### config.mk
export PLATFORM = sky130hd
export DESIGN_NAME = lw_sha_regif_fifo
export DESIGN_NICKNAME = d
export VERILOG_FILES = /design/src/rtl/lw_sha_regif_pkg.sv /design/src/rtl/lw_sha_sync_fifo.sv /design/src/rtl/lw_sha_regif_fifo.sv
export SDC_FILE = /design/constraint.sdc
export NUM_CORES = 1
export LEC_CHECK = 0
export ABC_CLOCK_PERIOD_IN_PS = 9650
export CAP_MARGIN = 10
export CORE_AREA = 2 2 269 271
export CTS_CLUSTER_DIAMETER = 30
export DETAILED_ROUTE_END_ITERATION = 10
export DIE_AREA = 0 0 271 273
export REMOVE_ABC_BUFFERS = 1
export SLEW_MARGIN = 20
export SYNTH_ARGS = -nofsm -noshare
export SYNTH_HDL_FRONTEND = slang
export SYNTH_SLANG_ARGS = --single-unit
### constraint.sdc
create_clock -name clk_i -period 9.65 [get_ports clk_i]
set_input_delay 0.965 -clock clk_i [delete_from_list [all_inputs] [get_ports clk_i]]
set_output_delay 0.965 -clock clk_i [all_outputs]
set_load 0.05 [all_outputs]
### src/rtl/lw_sha_regif_pkg.sv
// lw_sha_regif_pkg: address map, register bit positions and register types for the SHA bus front end
package lw_sha_regif_pkg;
   localparam logic [11:0] ADDR_ID   = 12'h000;
   localparam logic [11:0] ADDR_CFG  = 12'h010;
   localparam logic [11:0] ADDR_CTL  = 12'h020;
   localparam logic [11:0] ADDR_STS  = 12'h030;
   localparam logic [11:0] ADDR_IE   = 12'h040;
   localparam logic [11:0] ADDR_HASH = 12'h100;
   localparam logic [11:0] ADDR_DIN  = 12'h140;
   localparam int CFG_SRST  = 31;
   localparam int CTL_INIT  = 0;
   localparam int CTL_LAST  = 1;
   localparam int CTL_ABORT = 2;
   localparam int STS_AVL   = 0;
   localparam int STS_RDY   = 1;
   localparam int STS_DERR  = 2;
   localparam int STS_BUSY  = 3;
   localparam int STS_CNT   = 8;
   localparam logic [3:0] IE_RST = 4'h2;
   typedef struct packed {
      logic [3:0] opcode;
   } cfg_t;
   typedef struct packed {
      logic derr;
      logic avl;
   } sts_t;
endpackage

### src/rtl/lw_sha_sync_fifo.sv
// lw_sha_sync_fifo: show-ahead synchronous FIFO with flush
// ports: push_i/data_i write side, pop_i/data_o read side (head always visible),
//        flush_i empties the FIFO, full_o/empty_o/count_o report occupancy
module lw_sha_sync_fifo #(
   parameter int WIDTH = 64,
   parameter int DEPTH = 4
) (
   input  logic                     clk_i,
   input  logic                     rst_i,
   input  logic                     flush_i,
   input  logic                     push_i,
   input  logic                     pop_i,
   input  logic [WIDTH-1:0]         data_i,
   output logic [WIDTH-1:0]         data_o,
   output logic                     full_o,
   output logic                     empty_o,
   output logic [$clog2(DEPTH):0]   count_o
);
   localparam int AW = $clog2(DEPTH);
   typedef logic [AW:0] ptr_t;
   logic [WIDTH-1:0] mem [DEPTH];
   ptr_t wr_ptr, rd_ptr;
   logic do_pop, do_push;
   // the extra pointer bit separates full from empty when the index bits match
   assign count_o = wr_ptr - rd_ptr;
   assign empty_o = wr_ptr == rd_ptr;
   assign full_o  = count_o == ptr_t'(DEPTH);
   assign do_pop  = pop_i && !empty_o;
   assign do_push = push_i && (!full_o || do_pop);
   assign data_o  = mem[rd_ptr[AW-1:0]];
   always_ff @(posedge clk_i or posedge rst_i)
      if (rst_i) begin
         wr_ptr <= '0;
         rd_ptr <= '0;
      end else begin
         wr_ptr <= flush_i ? '0 : wr_ptr + ptr_t'(do_push);
         rd_ptr <= flush_i ? '0 : rd_ptr + ptr_t'(do_pop);
      end
   always_ff @(posedge clk_i)
      if (do_push) mem[wr_ptr[AW-1:0]] <= data_i;
endmodule

### src/rtl/lw_sha_regif_fifo.sv
// lw_sha_regif_fifo: bus register front end and input FIFO for the lightweight SHA core
// ports: wr_*/rd_* bus access with ack/valid/error pulses, data_o/valid_o/ready_i word stream
//        to the core, start/abort/last/opcode/core_srst control, done/busy/hash status from
//        the core, irq_o and DMA requests
module lw_sha_regif_fifo
   import lw_sha_regif_pkg::*;
#(
   parameter int          BUS_W      = 32,
   parameter int          WORD_W     = 64,
   parameter int          FIFO_DEPTH = 4,
   parameter logic [31:0] ID_VAL     = 32'h0
) (
   input  logic                  clk_i,
   input  logic                  rst_i,
   input  logic                  wr_i,
   input  logic [11:0]           waddr_i,
   input  logic [BUS_W-1:0]      wdata_i,
   output logic                  wr_ack_o,
   input  logic                  rd_i,
   input  logic [11:0]           raddr_i,
   output logic [BUS_W-1:0]      rdata_o,
   output logic                  rd_valid_o,
   output logic                  slv_error_o,
   output logic                  irq_o,
   output logic [WORD_W-1:0]     data_o,
   output logic                  valid_o,
   input  logic                  ready_i,
   output logic                  start_o,
   output logic                  abort_o,
   output logic                  last_o,
   output logic [3:0]            opcode_o,
   input  logic                  done_i,
   input  logic                  busy_i,
   input  logic [8*WORD_W-1:0]   hash_i,
   output logic                  dma_wr_req_o,
   output logic                  dma_rd_req_o,
   output logic                  core_srst_o
);
   localparam int BB = $clog2(BUS_W/8);
   localparam logic [11:0] HASH_END = ADDR_HASH + 12'(WORD_W);
   cfg_t cfg_q;
   sts_t sts_q;
   logic [3:0] ie_q;
   logic last_q, done_q, phase_q, done_rise;
   logic [BUS_W-1:0] hi_q, rd_mux;
   logic [WORD_W-1:0] din_word;
   logic [$clog2(FIFO_DEPTH):0] count;
   logic [31:0] sts_rd;
   logic full, empty, pop, push, push_req, drop, pack, srst, abort;
   logic wr_cfg, wr_ctl, wr_sts, wr_ie, wr_din, wr_bad, hash_hit, rd_known;
   assign wr_cfg   = wr_i && waddr_i == ADDR_CFG;
   assign wr_ctl   = wr_i && waddr_i == ADDR_CTL;
   assign wr_sts   = wr_i && waddr_i == ADDR_STS;
   assign wr_ie    = wr_i && waddr_i == ADDR_IE;
   assign wr_din   = wr_i && waddr_i == ADDR_DIN;
   assign wr_bad   = wr_i && !(wr_cfg | wr_ctl | wr_sts | wr_ie | wr_din);
   assign srst     = wr_cfg && wdata_i[CFG_SRST];
   assign abort    = wr_ctl && wdata_i[CTL_ABORT];
   assign done_rise = done_i && !done_q;
   // two bus writes per word only when the core word is wider than the bus
   assign pack     = BUS_W < WORD_W && (cfg_q.opcode[2] | cfg_q.opcode[1]);
   // the high half only fills the holding register; the low half (or a full word) pushes
   assign push_req = wr_din && !(pack && !phase_q);
   assign pop      = valid_o && ready_i;
   assign drop     = push_req && full && !pop;
   assign push     = push_req && !drop;
   assign din_word = pack ? WORD_W'({hi_q, wdata_i}) : WORD_W'(wdata_i);
   assign valid_o  = !empty;
   assign dma_wr_req_o = !full;
   assign dma_rd_req_o = sts_q.avl;
   assign last_o   = last_q;
   assign opcode_o = cfg_q.opcode;
   always_comb begin
      sts_rd = '0;
      sts_rd[STS_AVL]      = sts_q.avl;
      sts_rd[STS_RDY]      = !full;
      sts_rd[STS_DERR]     = sts_q.derr;
      sts_rd[STS_BUSY]     = busy_i;
      sts_rd[STS_CNT +: 5] = 5'(count);
   end
   assign hash_hit = raddr_i >= ADDR_HASH && raddr_i < HASH_END;
   assign rd_known = hash_hit || raddr_i == ADDR_ID || raddr_i == ADDR_CFG ||
                     raddr_i == ADDR_CTL || raddr_i == ADDR_STS || raddr_i == ADDR_IE;
   assign rd_mux = raddr_i == ADDR_ID  ? BUS_W'(ID_VAL) :
                   raddr_i == ADDR_CFG ? BUS_W'(cfg_q.opcode) :
                   raddr_i == ADDR_CTL ? BUS_W'(4'(last_q) << CTL_LAST) :
                   raddr_i == ADDR_STS ? BUS_W'(sts_rd) :
                   raddr_i == ADDR_IE  ? BUS_W'(ie_q) :
                   hash_hit            ? BUS_W'(hash_i >> (raddr_i[5:BB] * BUS_W)) : '0;
   lw_sha_sync_fifo #(.WIDTH(WORD_W), .DEPTH(FIFO_DEPTH)) u_fifo (
      .clk_i   (clk_i),
      .rst_i   (rst_i),
      .flush_i (abort | srst),
      .push_i  (push),
      .pop_i   (pop),
      .data_i  (din_word),
      .data_o  (data_o),
      .full_o  (full),
      .empty_o (empty),
      .count_o (count)
   );
   always_ff @(posedge clk_i or posedge rst_i)
      if (rst_i) begin
         wr_ack_o    <= 1'b0;
         rd_valid_o  <= 1'b0;
         rdata_o     <= '0;
         slv_error_o <= 1'b0;
         irq_o       <= 1'b0;
         start_o     <= 1'b0;
         abort_o     <= 1'b0;
         core_srst_o <= 1'b0;
         cfg_q       <= '0;
         sts_q       <= '0;
         ie_q        <= IE_RST;
         last_q      <= 1'b0;
         done_q      <= 1'b0;
         phase_q     <= 1'b0;
         hi_q        <= '0;
      end else begin
         wr_ack_o     <= wr_i;
         rd_valid_o   <= rd_i;
         rdata_o      <= rd_i ? rd_mux : '0;
         slv_error_o  <= wr_bad | drop | (rd_i && !rd_known);
         irq_o        <= |(sts_rd[3:0] & ie_q);
         start_o      <= wr_ctl && wdata_i[CTL_INIT];
         abort_o      <= abort;
         core_srst_o  <= srst;
         done_q       <= done_i;
         cfg_q.opcode <= srst ? 4'h0 : wr_cfg ? wdata_i[3:0] : cfg_q.opcode;
         ie_q         <= srst ? IE_RST : wr_ie ? wdata_i[3:0] : ie_q;
         last_q       <= (srst | abort | done_rise) ? 1'b0 : last_q | (wr_ctl && wdata_i[CTL_LAST]);
         // sticky bits: a set in the same cycle wins over the W1C clear
         sts_q.avl    <= !srst && (done_rise || (sts_q.avl && !(wr_sts && wdata_i[STS_AVL])));
         sts_q.derr   <= !srst && (drop || (sts_q.derr && !(wr_sts && wdata_i[STS_DERR])));
         phase_q      <= (wr_cfg | abort) ? 1'b0 : phase_q ^ (wr_din && pack && !drop);
         hi_q         <= (wr_din && pack && !phase_q) ? wdata_i : hi_q;
      end
endmodule

* Word-level counts from Yosys, hierarchy flattened *
Memories as Yosys holds them, arrays and structs flattened.
Cells that the tools add are included.

storage, ports and cells
  logic and storage cells = 121
  bits in registers = 90
  bits in writable memories = 256
  memories kept = 1

memory list
  memory      depth  width  rd ports  clocked after memory_dff  wr ports  line                    source
  u_fifo.mem  4      64     1         0                         1         lw_sha_sync_fifo.sv:21  logic [WIDTH-1:0] mem [DEPTH];

operators by class
  bitwise operators = 13
  shift operators = 1
  muxes and demuxes = 18
  equal/unequal tests = 11
  $lt $le $gt $ge = 2
  reduce and logical (&&, ||, !) cells = 54
  add/sub/neg operators = 3

operators with widths
  cell                                                          number
  right shift 512 x 9 -> 32 bit                                 1
  two-way mux 32 bit                                            7
  two-way mux 64 bit                                            1
  equality test 12 x 6 -> 1 bit (second input constant)         4
  logical AND 1 bit                                             30
  equality test 12 x 5 -> 1 bit (second input constant)         2
  equality test 12 x 7 -> 1 bit (second input constant)         2
  two-way mux 4 bit                                             4
  equality test 12 x 9 -> 1 bit (second input constant)         1
  >= comparator 12 x 9 -> 1 bit (second input constant)         1
  logical NOT 1 bit                                             12
  logical NOT 12 bit                                            1
  less-than comparator 12 x 9 -> 1 bit (second input constant)  1
  OR 1 bit                                                      11
  logical OR 1 bit                                              8
  adder 3 x 1 -> 3 bit                                          2
  two-way mux 3 bit                                             2
  bitwise AND 4 bit                                             1
  two-way mux 1 bit                                             4
  nonzero test 2 bit                                            2
  OR reduction 4 bit                                            1
  equality test 3 bit                                           1
  equality test 3 bit (second input constant)                   1
  subtractor 3 bit                                              1
  XOR 1 bit                                                     1

* Longest topological paths before layout *
Gate-level depths: netlist (run 1).

  depth after elaboration = 11
  gate-level depth with buffers = 12
  depth with buffers taken out = 12

* Cells and area by module *
From an unflattened synthesis (run 1), not the netlist that was laid out.

second synthesis, totals
  cell total of the unflattened synthesis = 924
  area, all modules = 17221.5 um^2

by module, submodules not included
  module             area each (um^2)  instances  sequential area each (um^2)  cells each
  lw_sha_sync_fifo   9676.8            1          7837.5                       378
  lw_sha_regif_fifo  7544.7            1          2103.3                       546

* Least setup slack after synthesis (run 1) *
OpenSTA, ideal clock, no wires.

  kind = flip-flop to flip-flop
  start point = reg u_fifo.rd_ptr[1]
  end point = mem u_fifo.mem[0][0] (enable)
  required time = 9.085 ns
  cell stages (with the launch flop) = 9
  clock period less this slack = 6.884 ns
  buffers on the path = 2
  arrival time = 6.320 ns
  setup slack = 2.766 ns
  library setup time = 0.565 ns
  cell sequence = dfrtp_1 > clkbuf_1 > clkbuf_1 > inv_1 > fa_1 > nand3b_1 > a21oi_1 > nand2b_1 > nor3_1

between the ends
  cells in the longest elaborated chain, start to end = 10
  elaborated cells on any way between the ends = 16

ends and longest elaborated chain
  what                                                      line                    source
  start: declaration                                        lw_sha_sync_fifo.sv:22  ptr_t wr_ptr, rd_ptr;
  start signal: assignment                                  lw_sha_sync_fifo.sv:37  rd_ptr <= flush_i ? '0 : rd_ptr + ptr_t'(do_pop);
  branches (longest 7 deep; another with subtractor 3 bit)  --
  logical AND 1 bit *                                       lw_sha_sync_fifo.sv:29  assign do_push = push_i && (!full_o || do_pop);
  two-way mux 1 bit *                                       lw_sha_sync_fifo.sv:40  if (do_push) mem[wr_ptr[AW-1:0]] <= data_i;
  two-way mux 1 bit (implied by the code) *                 lw_sha_sync_fifo.sv:40
  end: declaration                                          lw_sha_sync_fifo.sv:21

Mark *: on every way between the ends.

* Worst setup path in the final report (run 1) *
  start point = reg u_fifo.rd_ptr[1]
  end point = out dma_wr_req_o

between the ends
  cells in the longest elaborated chain, start to end = 3

ends and longest elaborated chain
  what                 line                     source
  subtractor 3 bit     lw_sha_sync_fifo.sv:25   assign count_o = wr_ptr - rd_ptr;
  equality test 3 bit  lw_sha_sync_fifo.sv:27   assign full_o = count_o == ptr_t'(DEPTH);
  logical NOT 1 bit    lw_sha_regif_fifo.sv:69  assign dma_wr_req_o = !full;
  end: declaration     lw_sha_regif_fifo.sv:35  output logic dma_wr_req_o,

Every way passes these cells.

==> summary.txt, run 1 <==
Dpl hpwl - 70290 um
Max-cap check violation count - 0
Critical hold path startpoint - hi_q[24]
Die area - 73980 um^2
Sink Count - 346
Worst rel slew slack - 24.55%
DIE WIDTH - 271 um
Post-layout nets - 2227
Vias per cell - 4.878
GRT Util Overall - 23.24%
Period utilization - 49.75%
Post_cts resized - 0
Top_reg_cell synth - edfxtp_1
Largest net degree at the start of global routing - 73
Root Buffer - clkbuf_16
Fin. Hold Viols - 0
Total global routing overflow - 0
Area Overhead vs Synth - 61.26%
Htree depth - 3
Final instance area - 27650 um^2
Sequential fraction of the synthesis area - 57.98%
CP Launch Type - flip-flop
Tmin final - 4801 ps
Pwr dens - 200.5 nW/um^2
Fmax - 0.2083 GHz
Avg WL per Cell - 32.86 um
Clock-pin slew on the worst setup and hold paths - 50 ps
Crit path cell chain - inv_1 > fa_1 > xnor2_1 > nand3_1 > clkdlybuf4s50_1
Hold-fix buffers, CTS - 0
Synth Warn # - 0
Post-Place Setup Slack - 5055 ps
Critical path launch point - u_fifo.rd_ptr[1]
Via count - 13040
Setup bufs post-CTS - 0
Count of state elements after synthesis - 346
Max rail drop VDD - 161.1 uV
Critical path class - flip-flop to primary output
Dominant cells by area after synthesis - edfxtp_1 45%, mux4_2 27%, dfrtp_1 13%, mux2_2 2.0%, mux2i_1 1.6%
Final clock skew - 23.24 ps
Post-synth EDFFs - 256
Area leader, netlist - edfxtp_1
Final WS setup - 4849 ps
TritonCTS Buffers - 75
RSZ-0062 raised after global routing - false
Antenna Nets Post-Route - 0
CP Capture Type - primary output
Asr flop ratio synth - 26.01%
Share of the synthesized area in the top cell type - 44.84%
Setup TNS - 0 ps
Synthesized cell area - 17140 um^2
Met1 WL - 33920 um
Final setup fails - 0
Worst min path class - flip-flop to flip-flop
Cell count after synthesis - 934
Area after DPL - 24990 um^2
CP required - 8690 ps
Status - complete, no violations
Buffers on Ports - 685
Fin. max-slew vios - 0
Starting DRT DRC Count - 1137
Power, Total - 5.543 mW
Worst Path Arrival - 3840 ps
Highest routed layer - met5
Vias in the first global route - 13890
Initial antenna violation count - 53
Layout Utilization - 38.94%
LEAKAGE - 10.07 nW
DRT Pass-1 Iters - 6
Yosys cell types - 59
Slowest CP cell - dfrtp_4
Die Y - 273 um
Initial core utilization - 24.15%
R2r startpoint - u_fifo.rd_ptr[1]
Final wirelength - 87850 um
CTS tree - built
Mapped Avg Cell Area - 18.36 um^2
Slew at the pin with the worst max-slew slack - 1129 ps
Proportion of layout cells with a drive suffix above 1 - 23.21%
CP peak stage delay - 1100 ps
Met3 wire len - 6475 um
Met2 Wirelength - 44930 um
Num ports - 686
Worst-path fanout max - 66
Rows - 98
Bufs on Longest Clock Path - 3
Remaining DRCs - 0
GP Congestion - 0.9135
Worst skew pair latency - 580 ps
Core Region - 71000 um^2
First-pass GRT wire length - 116600 um
[logic make-up after synthesis]
logic type / synth area share (%)
AOI/OAI and AO/OA: 2.722
xor gates and xnor gates: 0.2044
adders and majority gates: 0.5547
buffers and inverters: 2.277
DFF: 57.98
muxes: 30.48
and+or+nand+nor: 5.780
[registers in the layout (all words and copies together), names as in the netlist, 3 cells and up]
name           flops
opcode_o           4
u_fifo.mem       256
ie_q               4
rdata_o           32
hi_q              32
u_fifo.wr_ptr      3
u_fifo.rd_ptr      3
[cells in the final DEF (no fill, tap or decap), types with 6 or more instances in the layout]
master / n
a21oi_1: 10
a22oi_1: 8
and2_1: 7
and3_1: 26
buf_4: 15
bufinv_16: 10
clkbuf_1: 9
clkbuf_16: 77
clkdlybuf4s50_1: 681
clkinv_1: 9
clkinv_2: 8
clkinv_4: 7
dfrtp_1: 87
diode_2: 17
edfxtp_1: 256
ha_1: 6
inv_1: 7
inv_6: 8
mux2_2: 31
mux2i_1: 27
mux4_2: 204
nand2_1: 26
nand2b_1: 9
nand3_1: 18
nor2_1: 20
nor2b_1: 40
o21ai_0: 11
[worst max-delay path, delay by kind of cell (launching register included)]
kind	cells	cell delay, ps
XOR/XNOR	1	320
flip-flops	1	1100
adder cells (fa/ha/maj)	1	520
AND/OR/NAND/NOR	1	270
buffers and inverters	2	1030
[through the flow]
| stage | instances | hold slack [ps] |
|---|---|---|
| 2_1_floorplan | 868 | 449.6 |
| 3_3_place_gp | 2517 | 475.8 |
| 3_5_place_dp | 2517 | 472.7 |
| 4_1_cts | 2655 | 496.0 |
| 5_1_grt | 2667 | 502.0 |
| 6_report | 2673 | 494.6 |
[synthesized netlist by cell type, types with 13 or more instances]
cell type    n
edfxtp_1   256
mux4_2     204
clkbuf_1    26
buf_4       13
nand3_1     18
mux2_2      31
and3_1      28
buf_2       21
nand2_1     26
dfrtp_1     89
nor2_1      21
nor2b_1     40
mux2i_1     27
[per-layer routing]
| layer | vias to the layer above | GRT usage (%) |
|---|---|---|
| met5 | - | 0 |
| met4 | 12 | 7.662 |
| met2 | 710 | 40.70 |
| met1 | 6745 | 27.77 |
| li1 | 5412 | - |
| met3 | 159 | 6.019 |
[final timing paths]
check	end	slack, ps	cells past startpoint
worst max-delay path	dma_wr_req_o	4850	5
worst min-delay path	hi_q[24]	490	1
worst min register to register	hi_q[24]	490	1
worst max register to register	u_fifo.mem[1][21]	5510	7
min in group asynchronous	hi_q[19]	790	2
max in group asynchronous	ie_q[1]	7650	4
[area by class of cell]
| type | instances | area (um^2) |
|---|---|---|
| sequential | 346 | 9948 |
| fill | 6496 | 43350 |
| multi-input combinational | 514 | 6862 |
| timing repair buffer | 700 | 6988 |
| antenna | 17 | 42.54 |
| clock buffer | 89 | 2002 |
| clock inverter | 49 | 583.1 |
| tap | 950 | 1189 |
| inverter | 8 | 32.53 |
[where the power goes]
group	switching, mW	internal [mW]
Combinational	0.598	0.631
Sequential	0.117	1.60
Clock	0.835	1.76
Power figures use the tool's default switching activity.
==> run 2: changes to the inputs <==
Settings changed: ABC_CLOCK_PERIOD_IN_PS 9650 to 4350, CORE_AREA 2 2 269 271 to 2 2 266 268, DIE_AREA 0 0 271 273 to 0 0 268 270.
Clock period 9.65 ns to 4.35 ns, I/O delays scaled along.
==> run 2 against run 1 <==
Net effect: first-iteration DRC count shrank 12%; combinational power grew 140%; via count grew 0.21%; cell area grew 0.19%; critical path depth shrank 2; clock-buffer cell count grew 2; total power grew 120%; sequential share of layout area shrank 0.067 points; sequential power grew 120%; register-to-register slack lost 4400 ps; routed wire length grew 2.3%; setup slack lost 4100 ps; critical endpoint is now data_o[36]; largest power group unchanged.
==> summary.txt, run 2 (synthesis results as in run 1) <==
Total global routing overflow - 0 (unchanged)
Core Region - 69540 um^2 (was 71000 um^2)
Die Y - 270 um (was 273 um)
CP required - 3910 ps (was 8690 ps)
Via count - 13070 (was 13040)
DRT Pass-1 Iters - 5 (was 6)
Hold-fix buffers, CTS - 0 (unchanged)
R2R setup slack - 1100 ps (was 5510 ps)
Pwr dens - 439.7 nW/um^2 (was 200.5 nW/um^2)
Vias in the first global route - 13770 (was 13890)
Vias per cell - 4.884 (was 4.878)
First-pass GRT wire length - 118900 um (was 116600 um)
Final WS setup - 763.3 ps (was 4849 ps)
Fmax - 0.2788 GHz
Fin. Hold Viols - 0 (unchanged)
Die area - 72360 um^2 (was 73980 um^2)
Htree depth - 3 (unchanged)
Bufs on Longest Clock Path - 3 (unchanged)
Avg WL per Cell - 33.59 um (was 32.86 um)
Fin. max-slew vios - 0 (unchanged)
Remaining DRCs - 0 (unchanged)
Slew at the pin with the worst max-slew slack - 882.2 ps (was 1129 ps)
Final instance area - 27700 um^2 (was 27650 um^2)
Antenna Nets Post-Route - 0 (unchanged)
GRT Util Overall - 24.61% (was 23.24%)
Initial antenna violation count - 55 (was 53)
Root Buffer - clkbuf_16 (unchanged)
R2r startpoint - u_fifo.rd_ptr[0] (was u_fifo.rd_ptr[1])
Tmin final - 3587 ps
Post-Place Setup Slack - 887.3 ps (was 5055 ps)
Worst reg2reg path depth - 9 (was 7)
Status - complete, no violations (unchanged)
Reg-to-Reg End - u_fifo.mem[2][44] (was u_fifo.mem[1][21])
Dpl hpwl - 73670 um (was 70290 um)
Max-cap check violation count - 0 (unchanged)
DIE WIDTH - 268 um (was 271 um)
RSZ-0062 raised after global routing - false (unchanged)
Critical path class - flip-flop to primary output (unchanged)
Area Overhead vs Synth - 61.56% (was 61.26%)
Clock-pin slew on the worst setup and hold paths - 50 ps (about the same)
Post-layout nets - 2241 (was 2227)
Proportion of layout cells with a drive suffix above 1 - 23.97% (was 23.21%)
CP Capture Type - primary output (unchanged)
Num ports - 686 (unchanged)
Buffers on Ports - 685 (unchanged)
LEAKAGE - 10.10 nW (was 10.07 nW)
TritonCTS Buffers - 76 (was 75)
Commonest cells after routing, fill and taps aside - 679 x clkdlybuf4s50_1, 256 x edfxtp_1, 204 x mux4_2 (was 681 x clkdlybuf4s50_1, 256 x edfxtp_1, 204 x mux4_2)
CP Launch Type - flip-flop (unchanged)
Starting DRT DRC Count - 998 (was 1137)
Final wirelength - 89840 um (was 87850 um)
Final clock skew - 21.03 ps (was 23.24 ps)
Setup TNS - 0 ps (unchanged)
Final setup fails - 0 (unchanged)
Worst-path fanout max - 26 (was 66)
GP Congestion - 0.9637 (was 0.9135)
Setup bufs post-CTS - 0 (unchanged)
Largest net degree at the start of global routing - 69 (was 73)
Worst Path Arrival - 3150 ps (was 3840 ps)
Initial core utilization - 24.65% (was 24.15%)
Max reg flops - 256 (unchanged)
Area after DPL - 25140 um^2 (was 24990 um^2)
Sink Count - 346 (unchanged)
Period utilization - 82.45%
Worst rel slew slack - 41.18% (was 24.55%)
Max rail drop VDD - 334.3 uV (was 161.1 uV)
Worst skew pair latency - 590 ps (was 580 ps)
Rows - 97 (was 98)
Most common cell after layout, fill and taps aside - clkdlybuf4s50_1 (unchanged)
CTS tree - built (unchanged)
Worst min path class - input port to asynchronous set/reset pin (was flip-flop to flip-flop)
Post_cts resized - 0 (unchanged)
run 2: cell types whose count changed in the layout (fill, tap and decap cells not counted), sizes merged, moves of 2 or more:
cell | before | now
bufinv | 10 | 6
clkinv | 24 | 15
clkdlybuf4s50 | 681 | 679
clkinvlp | 5 | 11
clkbuf | 89 | 91
inv | 18 | 23
buf | 19 | 34
run 2: worst max-delay path by stage:
stage                                start                 to  slack [ps]  cells past startpoint
after floorplan           u_fifo.rd_ptr[0]   u_fifo.mem[0][0]       -4340                      7
after global routing      u_fifo.rd_ptr[0]         data_o[36]         590                      3
after detailed placement              wr_i  u_fifo.mem[2][44]         890                      8
after global placement                wr_i  u_fifo.mem[2][51]         980                      8
final                     u_fifo.rd_ptr[0]         data_o[36]         760                      3
after CTS                 u_fifo.rd_ptr[0]         data_o[36]         670                      3
run 2: stage by stage:
step / hold WS (ps) / utilization [%] / power, mW / std cells
2_1_floorplan: 449.6 / - / 5.288 / 868
3_3_place_gp: 464.3 / 36.16 / 6.677 / 2521
3_5_place_dp: 488.0 / 36.16 / 6.688 / 2521
4_1_cts: 238.8 / 39.77 / 12.33 / 2659
5_1_grt: 260.0 / 39.80 / 12.62 / 2668
6_report: 242.4 / 39.83 / 12.18 / 2675
run 2: routing by layer:
| layer | up-vias | track usage [%] | part of all wire (%) |
|---|---|---|---|
| met4 | 22 | 7.689 | 2.2 |
| li1 | 5441 | - | - |
| met3 | 167 | 8.406 | 9.8 |
| met2 | 696 | 40.61 | 49 |
| met5 | - | 0 | 0.16 |
| met1 | 6739 | 30.23 | 38 |
run 2: area by class of cell:
cell class                      count  area (um^2)
Multi-Input combinational cell    514         6854
Clock inverter                     47        504.2
Antenna cell                       16        40.04
Tap cell                          940         1176
Fill cell                        6413        41850
Clock buffer                       91         2009
Inverter                            8        32.53
Sequential cell                   346         9948
Timing Repair Buffer              713         7133
run 2: power breakdown:
part           switching, mW  leakage (nW)  internal [mW]
sequential             0.143          3.87           3.56
clock                   1.89          1.20           3.68
combinational           1.48          5.03           1.42
total                   3.51          10.1           8.67
run 2: critical path: stages (launching register included):
cell             delay, ps
dfrtp_4                770
buf_4                  450
mux4_2                 590
clkdlybuf4s50_1        730
==> RTL change: new RTL, config.mk and constraints of run 1 <==
Take the reset off `rdata_o` and `hi_q` and load them in a clocked block of their own.
--- a/src/rtl/lw_sha_regif_fifo.sv
+++ b/src/rtl/lw_sha_regif_fifo.sv
@@ -103,7 +103,6 @@
       if (rst_i) begin
          wr_ack_o    <= 1'b0;
          rd_valid_o  <= 1'b0;
-         rdata_o     <= '0;
          slv_error_o <= 1'b0;
          irq_o       <= 1'b0;
          start_o     <= 1'b0;
@@ -115,11 +114,9 @@
          last_q      <= 1'b0;
          done_q      <= 1'b0;
          phase_q     <= 1'b0;
-         hi_q        <= '0;
       end else begin
          wr_ack_o     <= wr_i;
          rd_valid_o   <= rd_i;
-         rdata_o      <= rd_i ? rd_mux : '0;
          slv_error_o  <= wr_bad | drop | (rd_i && !rd_known);
          irq_o        <= |(sts_rd[3:0] & ie_q);
          start_o      <= wr_ctl && wdata_i[CTL_INIT];
@@ -133,7 +130,11 @@
          sts_q.avl    <= !srst && (done_rise || (sts_q.avl && !(wr_sts && wdata_i[STS_AVL])));
          sts_q.derr   <= !srst && (drop || (sts_q.derr && !(wr_sts && wdata_i[STS_DERR])));
          phase_q      <= (wr_cfg | abort) ? 1'b0 : phase_q ^ (wr_din && pack && !drop);
-         hi_q         <= (wr_din && pack && !phase_q) ? wdata_i : hi_q;
       end
+
+   always_ff @(posedge clk_i) begin
+      rdata_o <= rd_i ? rd_mux : '0;
+      hi_q    <= (wr_din && pack && !phase_q) ? wdata_i : hi_q;
+   end
 endmodule
 
Formal check against the unedited RTL: not equivalent (a bounded check fails within 4 cycles, from zero or initial values and one cycle with rst_i high).
==> RTL change against run 1 <==
  * Sequential share of layout area is 0.49 points higher
  * Global-route usage is 0.84 points higher
  * Wire length is 3.0% higher
  * Power is 0.92% higher
  * Setup slack better by 0.21 ns
  * Design area is 1.3% lower
  * Critical path depth is 2 lower
  * Combinational power is 7% higher
  * Synthesized cell count is 5.4% lower
  * Sequential cell count stayed put
  * Synthesized area is 2.1% lower
  * Largest power group unchanged
==> RTL change: results <==
{
  "yosysWarningCount": 0,
  "min_from": "ie_q[1]$_DFFE_PP1P_",
  "synth_edf_count": 288,
  "layoutNonFillerInstCount": 2624,
  "first_iter_violations": 997,
  "crit_arrival_ns": 3.63,
  "fillers": 6495,
  "nets": 2172,
  "placed_cell_area_sq_um": 24600,
  "antenna_found_initial": 79,
  "finalClockSkew_ns": 0.0167,
  "place.gp.congestion": 0.962,
  "maxSlewHeadroom": 0.274,
  "syn_inst": 884,
  "dr.pass1.iters": 5,
  "hold_slack_ns": 0.566,
  "routed_wl_mm": 90.5,
  "htreeDepth": 3,
  "grt_pass1_wl_mm": 118,
  "cts_root_buf": "clkbuf_16",
  "clkTransAtPathRegs_ns": 0.05,
  "hold-path-cell-count": 2,
  "min_to": "ie_q[1]$_DFFE_PP1P_",
  "ff2ff_path_depth": 5,
  "slowest_delay_ns": 1.10,
  "track_usage": 0.241,
  "post_cts_buffers": 0,
  "drive_above_1_share": 0.230,
  "r2r_end": "u_fifo.mem[2][43]$_DFFE_PP_",
  "dp_slack_ns": 4.83,
  "grt.overflow.total": 0,
  "synth_area_leaders": "edfxtp_1, mux4_2, dfxtp_1",
  "numCtsBuffers": 73,
  "dp.cells": 2465,
  "cp_max_fo": 67,
  "leakagePower_nw": 9.53,
  "multi_input_area_sq_um": 6490,
  "period_minus_slack_ns": 4.59,
  "worstSetupStartpoint": "u_fifo.rd_ptr[1]$_DFF_PP0_",
  "ys_types": 61,
  "clock_path_buffers": 3,
  "ir_worst_vdd_uv": 163,
  "num_vias": 12707,
  "yosysSeqAreaShare": 0.592,
  "grt_max_degree": 76,
  "largest_reg_flops": 256,
  "status": "finished clean",
  "synthArstFlopShare": 0.0751,
  "yosys-top-cells-count": "edfxtp_1, mux4_2, nor2b_1, clkbuf_1, dfxtp_1",
  "place_hpwl_mm": 73.4
}
## RTL change: cell types whose count changed after synthesis, sizes merged, moves of 7 or more
cell    change
nand3       -8
inv         +7
mux2       -29
mux2i      -16
dfxtp      +32
mux4        +9
dfrtp      -64
nand2      -16
edfxtp     +32
## RTL change: cells by family (layout without fill, tap and decap cells)
logic type      count (synthesis)  count (layout)  share of synthesized area
flops                         346             346                      0.592
fa+ha+maj                       7               7                    0.00566
other cells                     0              23                          0
compound gates                 59              59                     0.0248
simple gates                  157             157                     0.0563
buf+inv                        84             851                     0.0238
mux                           227             227                      0.294
xor+xnor                        4               4                    0.00298
## RTL change: critical path, delay by kind of cell (launching register included)
family        cells  cell delay (ns)
flops             1             1.10
buf+inv           1             1.04
fa+ha+maj         1             0.62
simple gates      1             0.27
## RTL change: layer usage
layer | vias up | GRT usage | part of all wire
met5 | - | 0 | 0.0028
met2 | 731 | 0.413 | 0.50
met1 | 6509 | 0.278 | 0.37
met4 | 38 | 0.0832 | 0.028
li1 | 5244 | - | -
met3 | 185 | 0.0864 | 0.097
## RTL change: where the power goes
part           internal [mW]  switching, mW  total [mW]
Sequential              1.62          0.105        1.73
Clock                   1.69          0.865        2.56
Combinational          0.657          0.650        1.31
## RTL change: cell type report
type / instances / share of cell area
clock buffers: 84 / 0.0704
diodes: 23 / 0.00211
well taps: 950 / 0.0436
clock inverters: 52 / 0.0238
repair buffers: 700 / 0.255
inverters: 15 / 0.00206
flip-flops and latches: 346 / 0.365
multi-input cells: 454 / 0.238
